$ cat src/rtl/wramp_io_pkg.sv
// ============================================================================
// Module   : wramp_io_pkg
// Purpose  : Shared constants, register offsets and FSM state types for the
//            wramp memory-port I/O bridge.
// Revision : 1.0 - initial release
// ============================================================================
`default_nettype none

package wramp_io_pkg;

  localparam logic [19:0] HALT_ADDR  = 20'hfffff;
  localparam logic [31:0] HALT_MAGIC = 32'h0000dead;

  typedef enum logic [3:0] {
    REG_TXDATA  = 4'd0,
    REG_STATUS  = 4'd1,
    REG_DIVISOR = 4'd2,
    REG_RXDATA  = 4'd3
  } reg_off_t;

  localparam int STAT_TX_READY = 0;
  localparam int STAT_TX_IDLE  = 1;
  localparam int STAT_OVERFLOW = 2;
  localparam int STAT_RX_VALID = 3;

  typedef enum logic [1:0] {
    TX_IDLE  = 2'd0,
    TX_START = 2'd1,
    TX_DATA  = 2'd2,
    TX_STOP  = 2'd3
  } tx_state_t;

  typedef enum logic [1:0] {
    RX_IDLE  = 2'd0,
    RX_START = 2'd1,
    RX_DATA  = 2'd2,
    RX_STOP  = 2'd3
  } rx_state_t;

  // A zero divisor would stall the bit counters, so it is stored as one.
  function automatic logic [15:0] clamp_divisor(input logic [15:0] value);
    return (value == 16'd0) ? 16'd1 : value;
  endfunction

endpackage

`default_nettype wire

$ cat src/rtl/wramp_sync_fifo.sv
// ============================================================================
// Module   : wramp_sync_fifo
// Purpose  : Count-based synchronous FIFO; push is accepted when full if a
//            pop happens in the same cycle.
// Revision : 1.0 - initial release
// ============================================================================
`default_nettype none

module wramp_sync_fifo #(
  parameter int WIDTH = 8,
  parameter int DEPTH = 8
) (
  input  logic             clk,
  input  logic             rst_async,
  input  logic             push_i,
  input  logic [WIDTH-1:0] wdata_i,
  input  logic             pop_i,
  output logic [WIDTH-1:0] rdata_o,
  output logic             full_o,
  output logic             empty_o
);

  localparam int          AW         = $clog2(DEPTH);
  localparam logic [AW:0] FULL_COUNT = DEPTH[AW:0];

  logic [WIDTH-1:0] mem_q [DEPTH];
  logic [AW-1:0]    wr_ptr_q;
  logic [AW-1:0]    rd_ptr_q;
  logic [AW:0]      count_q;
  logic             w_do_push;
  logic             w_do_pop;

  assign empty_o   = (count_q == '0);
  assign full_o    = (count_q == FULL_COUNT);
  assign w_do_pop  = pop_i & ~empty_o;
  assign w_do_push = push_i & (~full_o | w_do_pop);
  assign rdata_o   = mem_q[rd_ptr_q];

  always_ff @(posedge clk or posedge rst_async) begin
    if (rst_async) begin
      wr_ptr_q <= '0;
      rd_ptr_q <= '0;
      count_q  <= '0;
    end else begin
      if (w_do_push) wr_ptr_q <= wr_ptr_q + 1'b1;
      if (w_do_pop)  rd_ptr_q <= rd_ptr_q + 1'b1;
      case ({w_do_push, w_do_pop})
        2'b10:   count_q <= count_q + 1'b1;
        2'b01:   count_q <= count_q - 1'b1;
        default: count_q <= count_q;
      endcase
    end
  end

  always_ff @(posedge clk) begin
    if (w_do_push) mem_q[wr_ptr_q] <= wdata_i;
  end

endmodule

`default_nettype wire

$ cat src/rtl/wramp_io_bridge.sv
// ============================================================================
// Module   : wramp_io_bridge
// Purpose  : Decodes wramp core memory accesses to RAM, an 8N1 serial port
//            with TX FIFO, or a simulation-halt register.
//            Optional receiver enabled by defining WRAMP_IO_RX_EN.
// Revision : 1.0 - initial release
// ============================================================================
`default_nettype none

module wramp_io_bridge
  import wramp_io_pkg::*;
#(
  parameter int          FIFO_DEPTH  = 8,
  parameter logic [15:0] DEFAULT_DIV = 16'd16,
  parameter logic [19:0] IO_BASE     = 20'h70000
) (
  input  logic        clk,
  input  logic        rst_async,
  input  logic [19:0] mem_address,
  input  logic        mem_write_en,
  input  logic [31:0] mem_write_value,
  output logic [31:0] mem_read_value,
  output logic [15:0] ram_address,
  output logic        ram_write_en,
  output logic [31:0] ram_write_value,
  input  logic [31:0] ram_read_value,
  output logic        tx,
  output logic        sim_done
`ifdef WRAMP_IO_RX_EN
  ,
  input  logic        rx
`endif
);

  logic        w_ram_hit;
  logic        w_io_hit;
  logic        w_halt_hit;
  logic [3:0]  w_io_off;
  logic        w_io_wr;
  logic        w_push;
  logic        w_fifo_pop;
  logic        w_fifo_full;
  logic        w_fifo_empty;
  logic [7:0]  w_fifo_rdata;
  logic        w_tx_idle;
  logic [15:0] w_reload;
  logic        w_rx_valid;
  logic        w_rx_ovf_set;
  logic [7:0]  w_rx_data;

  logic [15:0] divisor_q;
  logic        overflow_q;
  logic        sim_done_q;
  tx_state_t   tx_state_q;
  logic [15:0] tx_cnt_q;
  logic [2:0]  tx_bit_q;
  logic [7:0]  tx_shift_q;
  logic        tx_q;

  // The serial block occupies 16 words; IO_BASE is assumed 16-word aligned.
  assign w_ram_hit  = (mem_address[19:16] == 4'h0);
  assign w_io_hit   = (mem_address[19:4] == IO_BASE[19:4]);
  assign w_halt_hit = (mem_address == HALT_ADDR);
  assign w_io_off   = mem_address[3:0];
  assign w_io_wr    = mem_write_en & w_io_hit;
  assign w_push     = w_io_wr & (w_io_off == REG_TXDATA);

  assign ram_address     = mem_address[15:0];
  assign ram_write_en    = mem_write_en & w_ram_hit;
  assign ram_write_value = mem_write_value;

  assign tx       = tx_q;
  assign sim_done = sim_done_q;

  assign w_reload   = divisor_q - 16'd1;
  assign w_tx_idle  = w_fifo_empty & (tx_state_q == TX_IDLE);
  assign w_fifo_pop = ~w_fifo_empty &
                      ((tx_state_q == TX_IDLE) ||
                       ((tx_state_q == TX_STOP) && (tx_cnt_q == 16'd0)));

  wramp_sync_fifo #(
    .WIDTH (8),
    .DEPTH (FIFO_DEPTH)
  ) u_tx_fifo (
    .clk       (clk),
    .rst_async (rst_async),
    .push_i    (w_push),
    .wdata_i   (mem_write_value[7:0]),
    .pop_i     (w_fifo_pop),
    .rdata_o   (w_fifo_rdata),
    .full_o    (w_fifo_full),
    .empty_o   (w_fifo_empty)
  );

  always_ff @(posedge clk or posedge rst_async) begin
    if (rst_async) begin
      divisor_q  <= DEFAULT_DIV;
      overflow_q <= 1'b0;
      sim_done_q <= 1'b0;
    end else begin
      if (w_io_wr && (w_io_off == REG_DIVISOR)) begin
        divisor_q <= clamp_divisor(mem_write_value[15:0]);
      end
      if ((w_push && w_fifo_full && !w_fifo_pop) || w_rx_ovf_set) begin
        overflow_q <= 1'b1;
      end else if (w_io_wr && (w_io_off == REG_STATUS)) begin
        overflow_q <= 1'b0;
      end
      if (mem_write_en && w_halt_hit && (mem_write_value == HALT_MAGIC)) begin
        sim_done_q <= 1'b1;
      end
    end
  end

  // Each state holds for divisor_q clocks; the divisor is only sampled on reload.
  always_ff @(posedge clk or posedge rst_async) begin
    if (rst_async) begin
      tx_state_q <= TX_IDLE;
      tx_cnt_q   <= 16'd0;
      tx_bit_q   <= 3'd0;
      tx_shift_q <= 8'd0;
      tx_q       <= 1'b1;
    end else begin
      case (tx_state_q)
        TX_IDLE: begin
          if (!w_fifo_empty) begin
            tx_state_q <= TX_START;
            tx_shift_q <= w_fifo_rdata;
            tx_cnt_q   <= w_reload;
            tx_q       <= 1'b0;
          end
        end
        TX_START: begin
          if (tx_cnt_q == 16'd0) begin
            tx_state_q <= TX_DATA;
            tx_q       <= tx_shift_q[0];
            tx_cnt_q   <= w_reload;
            tx_bit_q   <= 3'd0;
          end else begin
            tx_cnt_q <= tx_cnt_q - 16'd1;
          end
        end
        TX_DATA: begin
          if (tx_cnt_q == 16'd0) begin
            tx_cnt_q <= w_reload;
            if (tx_bit_q == 3'd7) begin
              tx_state_q <= TX_STOP;
              tx_q       <= 1'b1;
            end else begin
              tx_bit_q   <= tx_bit_q + 3'd1;
              tx_shift_q <= {1'b0, tx_shift_q[7:1]};
              tx_q       <= tx_shift_q[1];
            end
          end else begin
            tx_cnt_q <= tx_cnt_q - 16'd1;
          end
        end
        TX_STOP: begin
          if (tx_cnt_q == 16'd0) begin
            if (!w_fifo_empty) begin
              tx_state_q <= TX_START;
              tx_shift_q <= w_fifo_rdata;
              tx_cnt_q   <= w_reload;
              tx_q       <= 1'b0;
            end else begin
              tx_state_q <= TX_IDLE;
            end
          end else begin
            tx_cnt_q <= tx_cnt_q - 16'd1;
          end
        end
        default: begin
          tx_state_q <= TX_IDLE;
          tx_q       <= 1'b1;
        end
      endcase
    end
  end

`ifdef WRAMP_IO_RX_EN
  logic [1:0]  rx_sync_q;
  rx_state_t   rx_state_q;
  logic [15:0] rx_cnt_q;
  logic [2:0]  rx_bit_q;
  logic [7:0]  rx_shift_q;
  logic [7:0]  rx_data_q;
  logic        rx_valid_q;
  logic        w_rx_rd_clr;
  logic        w_rx_done;

  // The core bus has no read strobe, so an address sitting on RXDATA is a read.
  assign w_rx_rd_clr  = w_io_hit & ~mem_write_en & (w_io_off == REG_RXDATA);
  assign w_rx_done    = (rx_state_q == RX_STOP) && (rx_cnt_q == 16'd0) && rx_sync_q[1];
  assign w_rx_ovf_set = w_rx_done & rx_valid_q & ~w_rx_rd_clr;
  assign w_rx_valid   = rx_valid_q;
  assign w_rx_data    = rx_data_q;

  // Half-bit delay is shortened by one to absorb the synchroniser latency.
  always_ff @(posedge clk or posedge rst_async) begin
    if (rst_async) begin
      rx_sync_q  <= 2'b11;
      rx_state_q <= RX_IDLE;
      rx_cnt_q   <= 16'd0;
      rx_bit_q   <= 3'd0;
      rx_shift_q <= 8'd0;
      rx_data_q  <= 8'd0;
      rx_valid_q <= 1'b0;
    end else begin
      rx_sync_q <= {rx_sync_q[0], rx};
      if (w_rx_rd_clr) rx_valid_q <= 1'b0;
      case (rx_state_q)
        RX_IDLE: begin
          if (!rx_sync_q[1]) begin
            rx_state_q <= RX_START;
            rx_cnt_q   <= {1'b0, w_reload[15:1]};
          end
        end
        RX_START: begin
          if (rx_cnt_q == 16'd0) begin
            if (!rx_sync_q[1]) begin
              rx_state_q <= RX_DATA;
              rx_cnt_q   <= w_reload;
              rx_bit_q   <= 3'd0;
            end else begin
              rx_state_q <= RX_IDLE;
            end
          end else begin
            rx_cnt_q <= rx_cnt_q - 16'd1;
          end
        end
        RX_DATA: begin
          if (rx_cnt_q == 16'd0) begin
            rx_shift_q <= {rx_sync_q[1], rx_shift_q[7:1]};
            rx_cnt_q   <= w_reload;
            if (rx_bit_q == 3'd7) rx_state_q <= RX_STOP;
            else                  rx_bit_q   <= rx_bit_q + 3'd1;
          end else begin
            rx_cnt_q <= rx_cnt_q - 16'd1;
          end
        end
        RX_STOP: begin
          if (rx_cnt_q == 16'd0) begin
            rx_state_q <= RX_IDLE;
            if (rx_sync_q[1]) begin
              rx_data_q  <= rx_shift_q;
              rx_valid_q <= 1'b1;
            end
          end else begin
            rx_cnt_q <= rx_cnt_q - 16'd1;
          end
        end
        default: rx_state_q <= RX_IDLE;
      endcase
    end
  end
`else
  assign w_rx_valid   = 1'b0;
  assign w_rx_ovf_set = 1'b0;
  assign w_rx_data    = 8'h00;
`endif

  always_comb begin
    mem_read_value = 32'h0;
    if (w_ram_hit) begin
      mem_read_value = ram_read_value;
    end else if (w_io_hit) begin
      case (w_io_off)
        REG_STATUS: begin
          mem_read_value[STAT_TX_READY] = ~w_fifo_full;
          mem_read_value[STAT_TX_IDLE]  = w_tx_idle;
          mem_read_value[STAT_OVERFLOW] = overflow_q;
          mem_read_value[STAT_RX_VALID] = w_rx_valid;
        end
        REG_DIVISOR: mem_read_value = {16'h0, divisor_q};
        REG_RXDATA:  mem_read_value = {24'h0, w_rx_data};
        default:     mem_read_value = 32'h0;
      endcase
    end
  end

endmodule

`default_nettype wire
$ cat config.mk
export PLATFORM = sky130hd
export DESIGN_NAME = wramp_io_bridge
export DESIGN_NICKNAME = d
export VERILOG_FILES = /design/src/rtl/wramp_io_pkg.sv /design/src/rtl/wramp_sync_fifo.sv /design/src/rtl/wramp_io_bridge.sv
export SDC_FILE = /design/constraint.sdc
export NUM_CORES = 1
export LEC_CHECK = 0
export CAP_MARGIN = 0
export CORE_AREA = 3 3 101 141
export CTS_BUF_LIST = sky130_fd_sc_hd__clkbuf_16
export CTS_CLUSTER_DIAMETER = 120
export DETAILED_ROUTE_END_ITERATION = 7
export DIE_AREA = 0 0 104 144
export PLACE_DENSITY = 0.86
export SLEW_MARGIN = 25
export SYNTH_ARGS = -nofsm -noshare
export SYNTH_HDL_FRONTEND = slang
export SYNTH_HIERARCHICAL = 1
export SYNTH_SLANG_ARGS = --single-unit
$ cat constraint.sdc
create_clock -name clk -period 5.85 [get_ports clk]
set_clock_uncertainty 0.15 [all_clocks]
set_input_delay 0.8775 -clock clk [delete_from_list [all_inputs] [get_ports clk]]
set_output_delay 0.8775 -clock clk [all_outputs]
set_load 0.01 [all_outputs]
==> flow_metrics.env <==
export IMPL_run_status="finished, final reports clean"
export IMPL_fin_ws_ns=1.45
export IMPL_wl_per_cell_um=23.0
export IMPL_yosysTopAreaCell="edfxtp_1"
export IMPL_antenna_found_initial=0
export IMPL_syn_num_nets=707
export IMPL_setup_violations=0
export IMPL_crit_buf_inv=2
export IMPL_overflow=0
export IMPL_path_clk_slew_ns=0.06
export IMPL_grt_met1_usage_pct=35.3
export IMPL_seq_area_frac_synth_pct=47.3
export IMPL_cts_buffers=17
export IMPL_areaGrowthSynthToFinish_pct=29.0
export IMPL_first_pass_iters=7
export IMPL_post_cts_buffers=0
export IMPL_avgSynthCellArea_um2=11.8
export IMPL_final_cell_count_no_fill=917
export IMPL_worst_pin_slew_ns=0.952
export IMPL_ios=170
export IMPL_ys_async_sr_fraction_pct=47.5
export IMPL_cts_tree="yes"
export IMPL_rsz0062_at_grt="false"
export IMPL_syn_instance_count=606
export IMPL_worstSetupStartpointType="primary input"
export IMPL_synth_top_area_share_pct=26.9
export IMPL_drtIter0Drc=547
export IMPL_timing_fmax_ghz=0.227
export IMPL_grt_pass1_vias=5748
export IMPL_peakVddDrop_mv=0.279
export IMPL_grt_use_met2_pct=47.0
export IMPL_synthFlopType="edfxtp_1"
export IMPL_yosysWarnings=6
export IMPL_cap_violations=0
export IMPL_layout_min_cycle_time_ns=4.40
export IMPL_clock_sinks=122
export IMPL_slowest_delay_ns=0.74
export IMPL_final_hold_viol_count=0
export IMPL_dp_cells=885
export IMPL_slew_viol_final=0
export IMPL_wl_um=21100
export IMPL_die_area_um2=15000
export IMPL_end_kind="output port"
export IMPL_worst_path_max_delay_cell="nor4_1"
export IMPL_io_buffers=169
export IMPL_core_area_um2=13000
export IMPL_cts_root_buf="clkbuf_16"
export IMPL_total_power_mw=3.68
export IMPL_grt_met3_usage_pct=7.99
export IMPL_busiest_layer="met2"
export IMPL_via_per_inst=6.22
export IMPL_drive_gt1_share_pct=14.3
export IMPL_cp_top_family="simple AND/OR/NAND/NOR gates"
export IMPL_worstPathMaxFanout=5
export IMPL_die_h_um=144
export IMPL_diodes=0
export IMPL_slew_headroom_pct=36.0
export IMPL_dpl_hpwl_um=15200
export IMPL_ant_nets=0
export IMPL_grt_max_degree=49
export IMPL_clockBufferDepth=2
export IMPL_place_ws_ns=1.49
export IMPL_setup_tns_ns=0
export IMPL_rows=49
export IMPL_post_cts_resized=0
export IMPL_power_density_nw_per_um2=399
export IMPL_required_ns=4.82
export IMPL_start_util_pct=55.0
export IMPL_p_leak_nw=3.51
export IMPL_final_area_um2=9210
export IMPL_clkLatencyLatePin_ns=0.42
export IMPL_fin_nets=827
export IMPL_min_period_over_period_pct=75.3
export IMPL_hold_class="register to register"
export IMPL_synth_edf_count=64
export IMPL_grt_pass1_wl_um=32100
export IMPL_utilization_pct=70.9
export IMPL_path_cells="clkdlybuf4s50_1, nor4_1, nand4_1, nor4_1, a22o_1, clkdlybuf4s50_1"
export IMPL_vias=5704
export IMPL_yosys_register_bits=122
export IMPL_drc=0
export IMPL_place_area_um2=8610
export IMPL_place_congestion=0.898
export IMPL_die_w_um=104
export IMPL_synthTopCellsByArea="edfxtp_1, dfrtp_1, mux2_2"
export IMPL_synth_area_um2=7140
export IMPL_cts_hold_buf=0
export IMPL_path_class="primary input to output port"
export IMPL_crit_arrival_ns=3.38
export IMPL_htree_num_levels=4
export IMPL_timing_hold_ws_ns=0.320
export IMPL_synth_cell_type_count=79
export IMPL_track_usage_pct=27.8
## final timing paths
check	startpoint	endpoint	slack (ns)	cells past startpoint
max	mem_address[5]	mem_read_value[1]	1.45	6
min	sim_done	sim_done	0.32	1
max reg2reg	tx_cnt_q[0]	u_tx_fifo/count_q[3]	1.49	14
min reg2reg	sim_done	sim_done	0.32	1
max in group asynchronous	rst_async	tx_bit_q[2]	4.18	2
min in group asynchronous	rst_async	u_tx_fifo/count_q[2]	0.68	2
## placed cells by master, fill, tap and decap left out, drive strengths merged, types with 16 or more instances in the layout
cell type,instances
nand2,35
and2,18
nor2,30
mux2,42
inv,18
nor4,21
a22o,20
dfrtp,56
mux4,16
clkbuf,17
o21ai,21
clkdlybuf4s50,169
edfxtp,64
## area by class of cell
cell class,count,area (um^2)
clock buffers,17,425
clock inverters,15,173
fillers,869,3780
inverters,16,61.3
multi-input cells,394,3220
flip-flops and latches,122,3380
well taps,178,223
repair buffers,175,1740
## cells in the mapped netlist, types with 7 or more instances
cell type,count
dfrtp_1,56
a22o_1,20
inv_1,15
xor2_1,9
nand4_1,10
nand3_1,12
buf_4,50
mux2_2,41
edfxtp_1,64
nor2_1,30
xnor2_1,15
and2_1,18
nor2b_1,7
nor3_1,14
ha_1,13
mux4_1,12
nand2_1,35
o21ai_0,20
nor4_1,18
nand2b_1,12
a21oi_1,13
clkbuf_1,13
## sequential cells by signal, indices dropped and copies added (netlist names)
signal	count
tx_state_q	2
u_tx_fifo/rd_ptr_q	3
u_tx_fifo/wr_ptr_q	3
tx	1
tx_bit_q	3
u_tx_fifo/count_q	4
tx_shift_q	8
tx_cnt_q	16
u_tx_fifo/mem_q	64
overflow_q	1
sim_done	1
divisor_q	16
## per-layer routing
| metal | vias up | part of all wire [%] |
|---|---|---|
| met3 | 57 | 9.0 |
| li1 | 2504 | - |
| met2 | 334 | 50 |
| met1 | 2809 | 38 |
| met5 | - | 0 |
| met4 | 0 | 2.6 |
## cells by family (layout without fill, tap and decap cells)
logic type | count (synthesis) | count (layout) | share of synthesized area [%]
fa+ha+maj | 14 | 14 | 2.56
xor+xnor | 24 | 24 | 2.94
mux | 62 | 62 | 12.9
simple gates | 190 | 190 | 15.3
buf+inv | 90 | 223 | 7.86
flops | 122 | 122 | 47.3
compound gates | 104 | 104 | 11.2
## power by group
group / switching, mW / internal, mW / total (mW)
Combinational: 0.713 / 0.708 / 1.42
Sequential: 0.172 / 1.02 / 1.19
Clock: 0.397 / 0.669 / 1.07
Total: 1.28 / 2.39 / 3.68
Note: power is estimated with default switching activity, not from simulation.
